--- config.mk ---
export PLATFORM = sky130hd
export DESIGN_NAME = alu_issue_ctrl_flat
export DESIGN_NICKNAME = d
export VERILOG_FILES = /design/src/rtl/alu_issue_ctrl_if.sv /design/src/rtl/alu_issue_ctrl.sv /design/src/flat_wrapper.sv
export SDC_FILE = /design/constraint.sdc
export NUM_CORES = 1
export LEC_CHECK = 0
export ABC_AREA = 1
export CAP_MARGIN = 0
export CORE_AREA = 2 2 240 242
export CTS_CLUSTER_SIZE = 8
export DETAILED_ROUTE_END_ITERATION = 6
export DIE_AREA = 0 0 242 244
export SYNTH_ARGS = -nofsm -noshare
export SYNTH_HDL_FRONTEND = slang
export SYNTH_SLANG_ARGS = --single-unit
--- constraint.sdc ---
create_clock -name clk -period 1.7 [get_ports clk]
set_clock_uncertainty 0.2 [all_clocks]
set_input_delay 0.34 -clock clk [delete_from_list [all_inputs] [get_ports clk]]
set_output_delay 0.34 -clock clk [all_outputs]
set_load 0.005 [all_outputs]
--- src/rtl/alu_issue_ctrl_if.sv ---
// Issue (in_*) and writeback (wb_*) handshake bundle for alu_issue_ctrl.
// The slave modport is the sequencer's view; master is the producer/consumer side.
interface alu_issue_ctrl_if #(
  parameter int W     = 64,
  parameter int TAG_W = 6
);
  logic             in_valid;
  logic             in_ready;
  logic [1:0]       in_unit;
  logic [3:0]       in_op;
  logic [W-1:0]     in_a;
  logic [W-1:0]     in_b;
  logic [TAG_W-1:0] in_tag;
  logic             in_mul_hi;
  logic             wb_valid;
  logic             wb_ready;
  logic [TAG_W-1:0] wb_tag;
  logic [W-1:0]     wb_data;
  logic             wb_err;

  modport master (
    output in_valid, in_unit, in_op, in_a, in_b, in_tag, in_mul_hi, wb_ready,
    input  in_ready, wb_valid, wb_tag, wb_data, wb_err
  );

  modport slave (
    input  in_valid, in_unit, in_op, in_a, in_b, in_tag, in_mul_hi, wb_ready,
    output in_ready, wb_valid, wb_tag, wb_data, wb_err
  );
endinterface

--- src/rtl/alu_issue_ctrl.sv ---
// Issue/writeback sequencer for the IALU/IMUL/IDIV cluster, one op in flight.
// Define ALU_MUL_HI_EN to let in_mul_hi select the upper half of the IMUL product.
module alu_issue_ctrl #(
  parameter int W       = 64,
  parameter int TAG_W   = 6,
  parameter int ALU_LAT = 1
) (
  input  logic             clk,
  input  logic             rst,
  alu_issue_ctrl_if.slave  io,
  output logic [3:0]       alu_op,
  output logic [W-1:0]     alu_a,
  output logic [W-1:0]     alu_b,
  output logic             div_start,
  input  logic [W-1:0]     alu_res,
  input  logic [2*W-1:0]   mul_res,
  input  logic             div_busy,
  input  logic [W-1:0]     div_q
);
  typedef enum logic [2:0] {
    S_IDLE   = 3'd0,
    S_EXEC   = 3'd1,
    S_DSTART = 3'd2,
    S_DWAIT  = 3'd3,
    S_WB     = 3'd4
  } state_t;

  localparam logic [1:0] U_IMUL = 2'b01;
  localparam logic [1:0] U_IDIV = 2'b10;
  localparam logic [1:0] U_ILL  = 2'b11;

  state_t           state_q, state_d;
  logic [3:0]       cnt_q, cnt_d;
  logic             dfirst_q, dfirst_d;
  logic [1:0]       unit_q, unit_d;
  logic             mul_hi_q, mul_hi_d;
  logic [3:0]       op_q, op_d;
  logic [W-1:0]     a_q, a_d;
  logic [W-1:0]     b_q, b_d;
  logic [TAG_W-1:0] tag_q, tag_d;
  logic [W-1:0]     data_q, data_d;
  logic             err_q, err_d;
  logic             wb_valid_q, wb_valid_d;
  logic             div_start_q, div_start_d;
  logic             accept_s;
  logic [W-1:0]     mul_sel_s;

`ifdef ALU_MUL_HI_EN
  assign mul_sel_s = mul_hi_q ? mul_res[2*W-1:W] : mul_res[W-1:0];
`else
  logic unused_mul_s;
  assign unused_mul_s = ^{mul_hi_q, mul_res[2*W-1:W]};
  assign mul_sel_s    = mul_res[W-1:0];
`endif

  // A divider still busy from a discarded op must not see a second start.
  assign io.in_ready = (state_q == S_IDLE) && !rst &&
                       !((io.in_unit == U_IDIV) && div_busy);
  assign accept_s    = io.in_valid && io.in_ready;

  // Next-state and datapath-capture decisions.
  always_comb begin
    state_d  = state_q;
    cnt_d    = cnt_q;
    dfirst_d = dfirst_q;
    unit_d   = unit_q;
    mul_hi_d = mul_hi_q;
    op_d     = op_q;
    a_d      = a_q;
    b_d      = b_q;
    tag_d    = tag_q;
    data_d   = data_q;
    err_d    = err_q;
    case (state_q)
      S_IDLE: begin
        if (accept_s) begin
          tag_d    = io.in_tag;
          unit_d   = io.in_unit;
          mul_hi_d = io.in_mul_hi;
          if (io.in_unit == U_ILL) begin
            data_d  = '0;
            err_d   = 1'b1;
            state_d = S_WB;
          end else begin
            op_d    = io.in_op;
            a_d     = io.in_a;
            b_d     = io.in_b;
            err_d   = 1'b0;
            cnt_d   = 4'd1;
            state_d = (io.in_unit == U_IDIV) ? S_DSTART : S_EXEC;
          end
        end else begin
          state_d = S_IDLE;
        end
      end
      S_EXEC: begin
        if (cnt_q == 4'(ALU_LAT)) begin
          data_d  = (unit_q == U_IMUL) ? mul_sel_s : alu_res;
          state_d = S_WB;
        end else begin
          cnt_d = cnt_q + 4'd1;
        end
      end
      S_DSTART: begin
        dfirst_d = 1'b1;
        state_d  = S_DWAIT;
      end
      S_DWAIT: begin
        // busy may only rise the cycle after the start pulse, so skip one cycle
        if (dfirst_q) begin
          dfirst_d = 1'b0;
        end else if (!div_busy) begin
          data_d  = div_q;
          state_d = S_WB;
        end else begin
          state_d = S_DWAIT;
        end
      end
      S_WB: begin
        if (io.wb_ready) begin
          err_d   = 1'b0;
          state_d = S_IDLE;
        end else begin
          state_d = S_WB;
        end
      end
      default: state_d = S_IDLE;
    endcase
    wb_valid_d  = (state_d == S_WB);
    div_start_d = (state_d == S_DSTART);
  end

  // State and output registers.
  always_ff @(posedge clk) begin
    if (rst) begin
      state_q     <= S_IDLE;
      cnt_q       <= 4'd0;
      dfirst_q    <= 1'b0;
      unit_q      <= 2'b00;
      mul_hi_q    <= 1'b0;
      op_q        <= 4'd0;
      a_q         <= '0;
      b_q         <= '0;
      tag_q       <= '0;
      data_q      <= '0;
      err_q       <= 1'b0;
      wb_valid_q  <= 1'b0;
      div_start_q <= 1'b0;
    end else begin
      state_q     <= state_d;
      cnt_q       <= cnt_d;
      dfirst_q    <= dfirst_d;
      unit_q      <= unit_d;
      mul_hi_q    <= mul_hi_d;
      op_q        <= op_d;
      a_q         <= a_d;
      b_q         <= b_d;
      tag_q       <= tag_d;
      data_q      <= data_d;
      err_q       <= err_d;
      wb_valid_q  <= wb_valid_d;
      div_start_q <= div_start_d;
    end
  end

  assign alu_op      = op_q;
  assign alu_a       = a_q;
  assign alu_b       = b_q;
  assign div_start   = div_start_q;
  assign io.wb_valid = wb_valid_q;
  assign io.wb_tag   = tag_q;
  assign io.wb_data  = data_q;
  assign io.wb_err   = err_q;
endmodule

--- src/flat_wrapper.sv ---
// flat-port wrapper written by rule: the top's interface ports become plain ports
module alu_issue_ctrl_flat 
#(
  parameter int W       = 64,
  parameter int TAG_W   = 6,
  parameter int ALU_LAT = 1
)
  (clk, rst, alu_op, alu_a, alu_b, div_start, alu_res, mul_res, div_busy, div_q, io_in_valid, io_in_unit, io_in_op, io_in_a, io_in_b, io_in_tag, io_in_mul_hi, io_wb_ready, io_in_ready, io_wb_valid, io_wb_tag, io_wb_data, io_wb_err);
  alu_issue_ctrl_if #(.W(W), .TAG_W(TAG_W)) io_i ();
  input  logic clk;
  input  logic rst;
  output logic [3:0] alu_op;
  output logic [W-1:0] alu_a;
  output logic [W-1:0] alu_b;
  output logic div_start;
  input  logic [W-1:0] alu_res;
  input  logic [2*W-1:0] mul_res;
  input  logic div_busy;
  input  logic [W-1:0] div_q;
  input wire logic [$bits(io_i.in_valid)-1:0] io_in_valid;
  input wire logic [$bits(io_i.in_unit)-1:0] io_in_unit;
  input wire logic [$bits(io_i.in_op)-1:0] io_in_op;
  input wire logic [$bits(io_i.in_a)-1:0] io_in_a;
  input wire logic [$bits(io_i.in_b)-1:0] io_in_b;
  input wire logic [$bits(io_i.in_tag)-1:0] io_in_tag;
  input wire logic [$bits(io_i.in_mul_hi)-1:0] io_in_mul_hi;
  input wire logic [$bits(io_i.wb_ready)-1:0] io_wb_ready;
  output wire logic [$bits(io_i.in_ready)-1:0] io_in_ready;
  output wire logic [$bits(io_i.wb_valid)-1:0] io_wb_valid;
  output wire logic [$bits(io_i.wb_tag)-1:0] io_wb_tag;
  output wire logic [$bits(io_i.wb_data)-1:0] io_wb_data;
  output wire logic [$bits(io_i.wb_err)-1:0] io_wb_err;
  assign io_i.in_valid = io_in_valid;
  assign io_i.in_unit = io_in_unit;
  assign io_i.in_op = io_in_op;
  assign io_i.in_a = io_in_a;
  assign io_i.in_b = io_in_b;
  assign io_i.in_tag = io_in_tag;
  assign io_i.in_mul_hi = io_in_mul_hi;
  assign io_i.wb_ready = io_wb_ready;
  assign io_in_ready = io_i.in_ready;
  assign io_wb_valid = io_i.wb_valid;
  assign io_wb_tag = io_i.wb_tag;
  assign io_wb_data = io_i.wb_data;
  assign io_wb_err = io_i.wb_err;
  alu_issue_ctrl #(.W(W), .TAG_W(TAG_W), .ALU_LAT(ALU_LAT)) u_core (.clk(clk), .rst(rst), .io(io_i), .alu_op(alu_op), .alu_a(alu_a), .alu_b(alu_b), .div_start(div_start), .alu_res(alu_res), .mul_res(mul_res), .div_busy(div_busy), .div_q(div_q));
endmodule
== Word-level counts from Yosys, hierarchy flattened ==
Index checks and enable logic that the tools add are counted.
Storage, ports and cells
  register bits after elaboration: 215
  latch bits: 0
  memory bits (writable): 0
  memory bits (read-only): 0
  input bits: 402
  word-level logic and storage cells: 72
  memories kept: 0
Operators by class
  add/subtract/negate cells: 1
  multipliers: 0
  divide/modulo/power cells: 0
  magnitude comparators: 0
  equality and inequality tests: 18
  shift-type cells: 0
  multiplexer cells: 24
  bitwise logic cells: 1
  reduce and logical (&&, ||, !) cells: 16
Operator list (count)
  2-to-1 mux 64 bit: 6
  case mux 64 bit (3 select lines): 1
  2-to-1 mux 3 bit: 6
  case mux 3 bit (5 select lines): 1
  2-to-1 mux 4 bit: 3
  != test 2 bit, second input constant: 6
  equality test 3 x 2 -> 1 bit, second input constant: 3
  case mux 4 bit (2 select lines): 1
  equality test 3 bit, second input constant: 2
  AND reduction 3 bit: 2
  AND reduction 6 bit: 1
  nonzero test 2 bit: 3
  adder 4 x 1 -> 4 bit, second input constant: 1
  equality test 2 bit, second input constant: 2
  equality test 4 x 1 -> 1 bit, second input constant: 1
  logical AND 1 bit: 4
  != test 2 x 1 -> 1 bit, second input constant: 2
  case mux 1 bit (2 select lines): 2
  AND reduction 4 bit: 1
  equality test 3 x 1 -> 1 bit, second input constant: 1
  logical NOT 3 bit: 1
  2-to-1 mux 1 bit: 3
  nonzero test 3 bit: 1
  equality test 2 x 1 -> 1 bit, second input constant: 1
  other kinds (4): 5

== Depth between registers and ports, before layout ==
Gate-level depths: netlist (run 1).
  depth after elaboration: 8
  depth in mapped cells: 11
  mapped depth without buffers: 9

== Worst setup path after synthesis (run 1) ==
OpenSTA, ideal clock, no wires.
  path type: input -> register
  start: input port rst
  end: register u_core.data_q[29] (netlist: u_core.io.wb_data[29])
  arrival: 1.532 ns
  setup slack: -0.096 ns
  cell stages on the path: 9
  path buffers: 4
  cell sequence: clkbuf_1 -> inv_1 -> nand2_1 -> o21bai_1 -> buf_2 -> buf_4 -> clkbuf_1 -> a21oi_1 -> nor2_1
Between the ends
  word-level cells in the longest chain between the ends: 6
Ends and longest elaborated chain
  from (decl): line flat_wrapper.sv:11  | input logic rst;
  logical NOT 1 bit: line alu_issue_ctrl.sv:57  | assign io.in_ready = (state_q == S_IDLE) && !rst &&
  logical AND 1 bit (2 in series): line alu_issue_ctrl.sv:57
  logical AND 1 bit: line alu_issue_ctrl.sv:59  | assign accept_s = io.in_valid && io.in_ready;
  != test 2 x 1 -> 1 bit (no source line)
  AND reduction 6 bit (no source line)
  to (signal assigned): line alu_issue_ctrl.sv:159  | data_q <= data_d;
  to (decl): line alu_issue_ctrl.sv:41  | logic [W-1:0] data_q, data_d;
Parallel ways exist; a longest one is shown, timed or not.
A chain may end at the register's enable or synchronous reset.

== Worst setup path in the final report (run 1) ==
  start: register u_core.state_q[0]
  end: register u_core.a_q[36] (netlist: u_core.alu_a[36])
Between the ends
  word-level cells in the longest chain between the ends: 5
Ends and longest elaborated chain
  from (decl): line alu_issue_ctrl.sv:32  | state_t state_q, state_d;
  from (signal assigned): line alu_issue_ctrl.sv:150  | state_q <= state_d;
  logical NOT 3 bit *: line alu_issue_ctrl.sv:57, alu_issue_ctrl.sv:74
  logical AND 1 bit (2 in series): line alu_issue_ctrl.sv:57
  logical AND 1 bit: line alu_issue_ctrl.sv:59
  AND reduction 3 bit (no source line) *
  to (signal assigned): line alu_issue_ctrl.sv:142  | a_q <= '0;
  to (signal assigned): line alu_issue_ctrl.sv:156  | a_q <= a_d;
  to (decl): line alu_issue_ctrl.sv:38  | logic [W-1:0] a_q, a_d;
Every way passes the cells marked *; elsewhere a longest branch is shown, timed or not.

==> results.cfg, run 1 <==
[die]
die_x_um = 242
dieArea_um2 = 59050
pin_count = 608
die_y_um = 244
fp-row-count = 87
core_area_um2 = 56170
initial_utilization_pct = 17.60

[timing]
whs_ns = 0.1290
finalSetupViolCount = 219
fin_ws_ns = -0.2662
slew_headroom_pct = 42.04
finalCriticalPeriod_ns = 1.966
worst-slew-pin-transition_ns = 0.8693
rsz0062_at_grt = yes
fin_crit_sh_pct = 115.7
drv_slew = 0
fmax_mhz = 508.6
hold_viol = 0

[run_status]
outcome = complete, but fails checks
violations = setup timing

[detailed_routing]
wl_per_cell_um = 17.46
drc_errors = 0
finalWirelength_um = 49660
drtIter0Drc = 591
drtAntennaViolNets = 0
vias = 12450
routed_via_density = 4.378
firstDrtPassIters = 5

[cts]
clkSlewWorstSetupHoldPaths_ns = 0.05
cts-root-buf = clkbuf_16
clockBufferDepth = 3
htreeDepth = 1
clk_latency_ns = 0.55
cts_tree = yes
cts_inserted_buffers = 31
cts_sinks = 215

[yosys]
ys_seq_area_share_pct = 43.53
syn_area_um2 = 9888
synth_fp_nets = 1894
yosysWarningCount = 0
syn_inst = 1490
postSynthAreaPerCell_um2 = 6.636
synth_cell_types = 20
ys_ff_latch = 215

[layout]
multi_input_comb_area_um2 = 5249
final_cell_mix = 332 x clkdlybuf4s50_1, 317 x nand2_1, 270 x nand3_1
seq_area_um2 = 4335
final_util_pct = 34.63
fill_cells = 5855
areaGrowthSynthToFinish_pct = 96.69
layout-drive-gt1-share_pct = 17.92
final_common_cell = clkdlybuf4s50_1
nets = 2488

[grt]
gr-usage-all-layers_pct = 15.84
grt_pass1_vias = 12520
grt_max_degree = 133
antenna_found_initial = 5
grt-ovfl-total = 0
grt_pass1_wl_um = 74040

[hold_path]
hold_class = input pin to flip-flop
hold_path_startpoint = io_in_tag[0]
hold_path_depth = 3

[worst_setup_path]
crit_path_start_kind = flip-flop
crit_arrival_ns = 2.23
cp_data_required_time_ns = 1.96
crit_path_end_kind = flip-flop
path_max_fanout = 6
criticalPathCategory = flip-flop to flip-flop
r2r_start = u_core.state_q[0]$_SDFF_PP0_
worstRegToRegCells = 10
critPathLaunch = u_core.state_q[0]$_SDFF_PP0_

[placed_design]
dpl.hpwl_um = 32310
place_congestion = 1.001
io_buffers = 542

[pwr]
leakagePower_nw = 7.938
ir_worst_vdd_mv = 0.7169
pwr_density_cell_nw_per_um2 = 842.5
total_power_mw = 16.39

[job]
max_cap_viol_count = 0
[logic make-up after synthesis]
kind of cell	count (synthesis)	synth area share (%)
buffers and inverters	207	8.427
and+or+nand+nor	788	33.67
DFF	215	43.53
adders and majority gates	2	0.2530
AOI/OAI and AO/OA	278	14.12
[metal layers]
metal	GRT usage (%)	share of wire, %	vias to the layer above
li1	-	-	6066
met1	19.01	41	5806
met2	26.99	48	488
met3	4.884	8.3	85
met4	5.011	2.9	6
met5	0	0.068	-
[timing repair]
item                                   in CTS  in global routing
resized for setup                         671                 19
setup endpoints to repair                 413                365
pin swaps                                  43                 15
hold buffers                                1                  0
setup buffers                              27                  6
cloned                                     31                  6
endpoints found under the hold margin       8                  0
[worst paths after layout]
check	to	slack, ns
setup reg to reg	u_core.alu_a[36]$_SDFFE_PP0P_	-0.27
hold reg to reg	u_core.alu_a[43]$_SDFFE_PP0P_	0.25
setup / recovery	u_core.alu_a[36]$_SDFFE_PP0P_	-0.27
hold / removal	u_core.io.wb_tag[0]$_SDFFE_PP0P_	0.13
[stage by stage]
stage / worst slack, ns / setup TNS (ns) / cells / area, um^2
finish: -0.2662 / -32.89 / 2844 / 19450
global route: -0.3378 / -54.69 / 2844 / 19450
CTS: -0.2520 / -34.31 / 2831 / 19150
detailed placement: -0.8310 / -161.02 / 2736 / 16670
global placement: -0.8881 / -167.54 / 2736 / 16670
floorplan: -0.02746 / -0.5493 / 1490 / 9926
[registers in the layout, summed over array words and instances (netlist names)]
name                count
u_core.io.wb_data      64
u_core.alu_op           4
u_core.alu_b           64
u_core.io.wb_valid      1
u_core.unit_q           2
u_core.div_start        1
u_core.io.wb_tag        6
u_core.dfirst_q         1
u_core.cnt_q            4
u_core.state_q          3
u_core.io.wb_err        1
u_core.alu_a           64
[power by group]
part | internal, mW | switching, mW | total (mW)
Clock | 3.27 | 2.23 | 5.49
Combinational | 2.85 | 2.39 | 5.24
Sequential | 5.43 | 0.221 | 5.65
Total | 11.5 | 4.84 | 16.4
[cells in the mapped netlist]
master / instances / area, um^2
nand2_1: 362 / 1359
nand3_1: 278 / 1391
a21oi_1: 271 / 1356
dfxtp_1: 215 / 4304
nor2_1: 142 / 533.0
inv_1: 76 / 285.3
clkbuf_1: 71 / 266.5
buf_2: 42 / 210.2
buf_1: 16 / 60.06
o21ai_0: 5 / 25.02
ha_1: 2 / 25.02
or2_2: 2 / 12.51
buf_4: 1 / 7.510
inv_2: 1 / 3.750
nand2_2: 1 / 6.260
nor2_2: 1 / 6.260
nor3_1: 1 / 5.000
nor3_4: 1 / 16.27
o21a_1: 1 / 7.510
o21bai_1: 1 / 7.510
[layout make-up]
| class | count | share of cell area, % |
|---|---|---|
| clock buffer | 35 | 4.169 |
| timing repair buffer | 689 | 40.08 |
| tap | 756 | 4.864 |
| clock inverter | 1 | 0.02573 |
| inverter | 77 | 1.570 |
| antenna | 1 | 0.01287 |
| multi-input combinational | 1070 | 26.99 |
| sequential | 215 | 22.29 |
[critical path: stages (launching register included)]
cell and delay (ns):
dfxtp_2 0.34, nor2_4 0.15, nand2_4 0.09, nor3_4 0.16, buf_12 0.14, buf_16 0.14
buf_12 0.13, buf_6 0.12, buf_6 0.12, nand3_2 0.11, a21oi_1 0.17
(Power assumes the default switching activity.)
==> inputs of run 2 (changes only) <==
SLEW_MARGIN = 40   (was not set)
==> run 2 against run 1 <==
- the run still ends with setup timing left
- wire length decreased by 0.95%
- cell area decreased by 0.41%
- clock power about the same
- global-route usage unchanged
- via count about the same
- combinational power decreased by 1%
==> results.cfg, run 2 (synthesis results as in run 1) <==
[run_status]
outcome = complete, but fails checks
violations = setup timing

[layout]
final_cell_mix = 332 x clkdlybuf4s50_1, 317 x nand2_1, 270 x nand3_1
nets = 2485
multi_input_comb_area_um2 = 5241
fill_cells = 5862
areaGrowthSynthToFinish_pct = 95.89
layout-drive-gt1-share_pct = 17.71
seq_area_um2 = 4335
final_common_cell = clkdlybuf4s50_1

[grt]
grt_pass1_wl_um = 74040
antenna_found_initial = 5
grt-ovfl-total = 0
grt_pass1_vias = 12520
gr-usage-all-layers_pct = 15.84
grt_max_degree = 133

[worst_setup_path]
worstRegToRegCells = 10
cp_data_required_time_ns = 1.96
rr_endpoint = u_core.alu_a[36]$_SDFFE_PP0P_
criticalPathCategory = flip-flop to flip-flop
r2r_slack_ns = -0.26
crit_arrival_ns = 2.23
critPathLaunch = u_core.state_q[0]$_SDFF_PP0_
path_max_fanout = 6
r2r_start = u_core.state_q[0]$_SDFF_PP0_
crit_path_end_kind = flip-flop
crit_path_start_kind = flip-flop

[die]
initial_utilization_pct = 17.60
die_y_um = 244
fp-row-count = 87
core_area_um2 = 56170
dieArea_um2 = 59050
pin_count = 608
die_x_um = 242

[detailed_routing]
wl_per_cell_um = 17.31
firstDrtPassIters = 5
drtIter0Drc = 455
vias = 12450
drc_errors = 0
finalWirelength_um = 49180
drtAntennaViolNets = 0
routed_via_density = 4.383

[placed_design]
dpl.hpwl_um = 32310
io_buffers = 542
place_congestion = 1.001
place_ws_ns = -0.8310

[cts]
cts-root-buf = clkbuf_16
cts_sinks = 215
htreeDepth = 1
cts_tree = yes
clkSlewWorstSetupHoldPaths_ns = 0.05
clk_latency_ns = 0.55
clockBufferDepth = 3
cts_inserted_buffers = 31

[pwr]
leakagePower_nw = 7.900
p_clk_share_pct = 33.7
pwr_density_cell_nw_per_um2 = 842.6
ir_worst_vdd_mv = 0.7077
p_switching_mw = 4.809
p_comb_share_pct = 31.7
pwr-share-seq_pct = 34.6
p_int_mw = 11.51
p_sw_share_pct = 29.47

[timing]
rsz0062_at_grt = yes
whs_ns = 0.1300
finalCriticalPeriod_ns = 1.963
hold_viol = 0
slew_headroom_pct = 41.19
fin_ws_ns = -0.2629
drv_slew = 0
finalSetupViolCount = 219
fin_crit_sh_pct = 115.5
worst-slew-pin-transition_ns = 0.8821
fin_tns_setup_ns = -32.55
fmax_mhz = 509.4

[hold_path]
hold_path_depth = 3
holdPathEnd = u_core.io.wb_tag[5]$_SDFFE_PP0P_
hold_path_startpoint = io_in_tag[5]
hold_class = input pin to flip-flop

[job]
max_cap_viol_count = 0
[run 2: worst max-delay path, stage by stage, from the launching register on]
cell     delay [ns]
dfxtp_2        0.34
nor2_4         0.15
nand2_4        0.10
nor3_4         0.16
buf_12         0.14
buf_16         0.14
buf_12         0.13
buf_6          0.12
buf_6          0.12
nand3_2        0.11
a21oi_1        0.17
[run 2: stage by stage]
step	cell area [um^2]	std cells	total power, mW	utilization, %
after global placement	16670	2736	9.851	29.67
after detailed placement	16670	2736	9.910	29.67
after floorplan	9926	1490	7.423	-
after CTS	19150	2831	16.43	34.10
after global routing	19370	2841	17.18	34.49
final	19370	2841	16.32	34.49
[run 2: how the worst max path moves through the flow]
stage | to | depth (start not counted) | slack (ns)
6_report | u_core.alu_a[36]$_SDFFE_PP0P_ | 10 | -0.26
3_3_place_gp | io_in_ready | 5 | -0.89
2_1_floorplan | u_core.io.wb_data[21]$_SDFFE_PP0P_ | 9 | -0.03
4_1_cts | io_in_ready | 4 | -0.25
5_1_grt | u_core.alu_b[0]$_SDFFE_PP0P_ | 10 | -0.33
3_5_place_dp | u_core.alu_b[17]$_SDFFE_PP0P_ | 9 | -0.83
[run 2: power groups by stage]
stage               logic (mW)  clock network [mW]  registers [mW]
CTS                       5.11                5.67            5.64
detailed placement        4.19                   0            5.72
finish                    5.18                5.49            5.65
global placement          4.15                   0            5.70
floorplan                 1.69                   0            5.73
global route              5.59                5.91            5.69
[run 2: layout make-up]
class                      count  share of cell area [%]
multi-input combinational   1070                   27.06
inverter                      77                   1.576
clock buffer                  35                   4.186
tap                          756                   4.883
clock inverter                 1                 0.02584
antenna                        1                 0.01292
timing repair buffer         686                   39.87
sequential                   215                   22.38
[run 2: what timing repair did]
action                                  CTS  global route
endpoints found under the setup margin  413           365
setup buffers                            27             6
gates cloned                             31             3
hold endpoints to repair                  8             0
pin swaps                                43            15
gates resized for setup                 671            16
hold buffers                              1             0
[run 2: per-layer routing]
metal  part of all wire (%)  GRT usage (%)  vias up
met5                  0.069              0        -
met4                    2.8          5.011        6
met3                    8.6          4.884       82
met2                     47          26.99      491
met1                     41          19.01     5808
li1                       -              -     6065
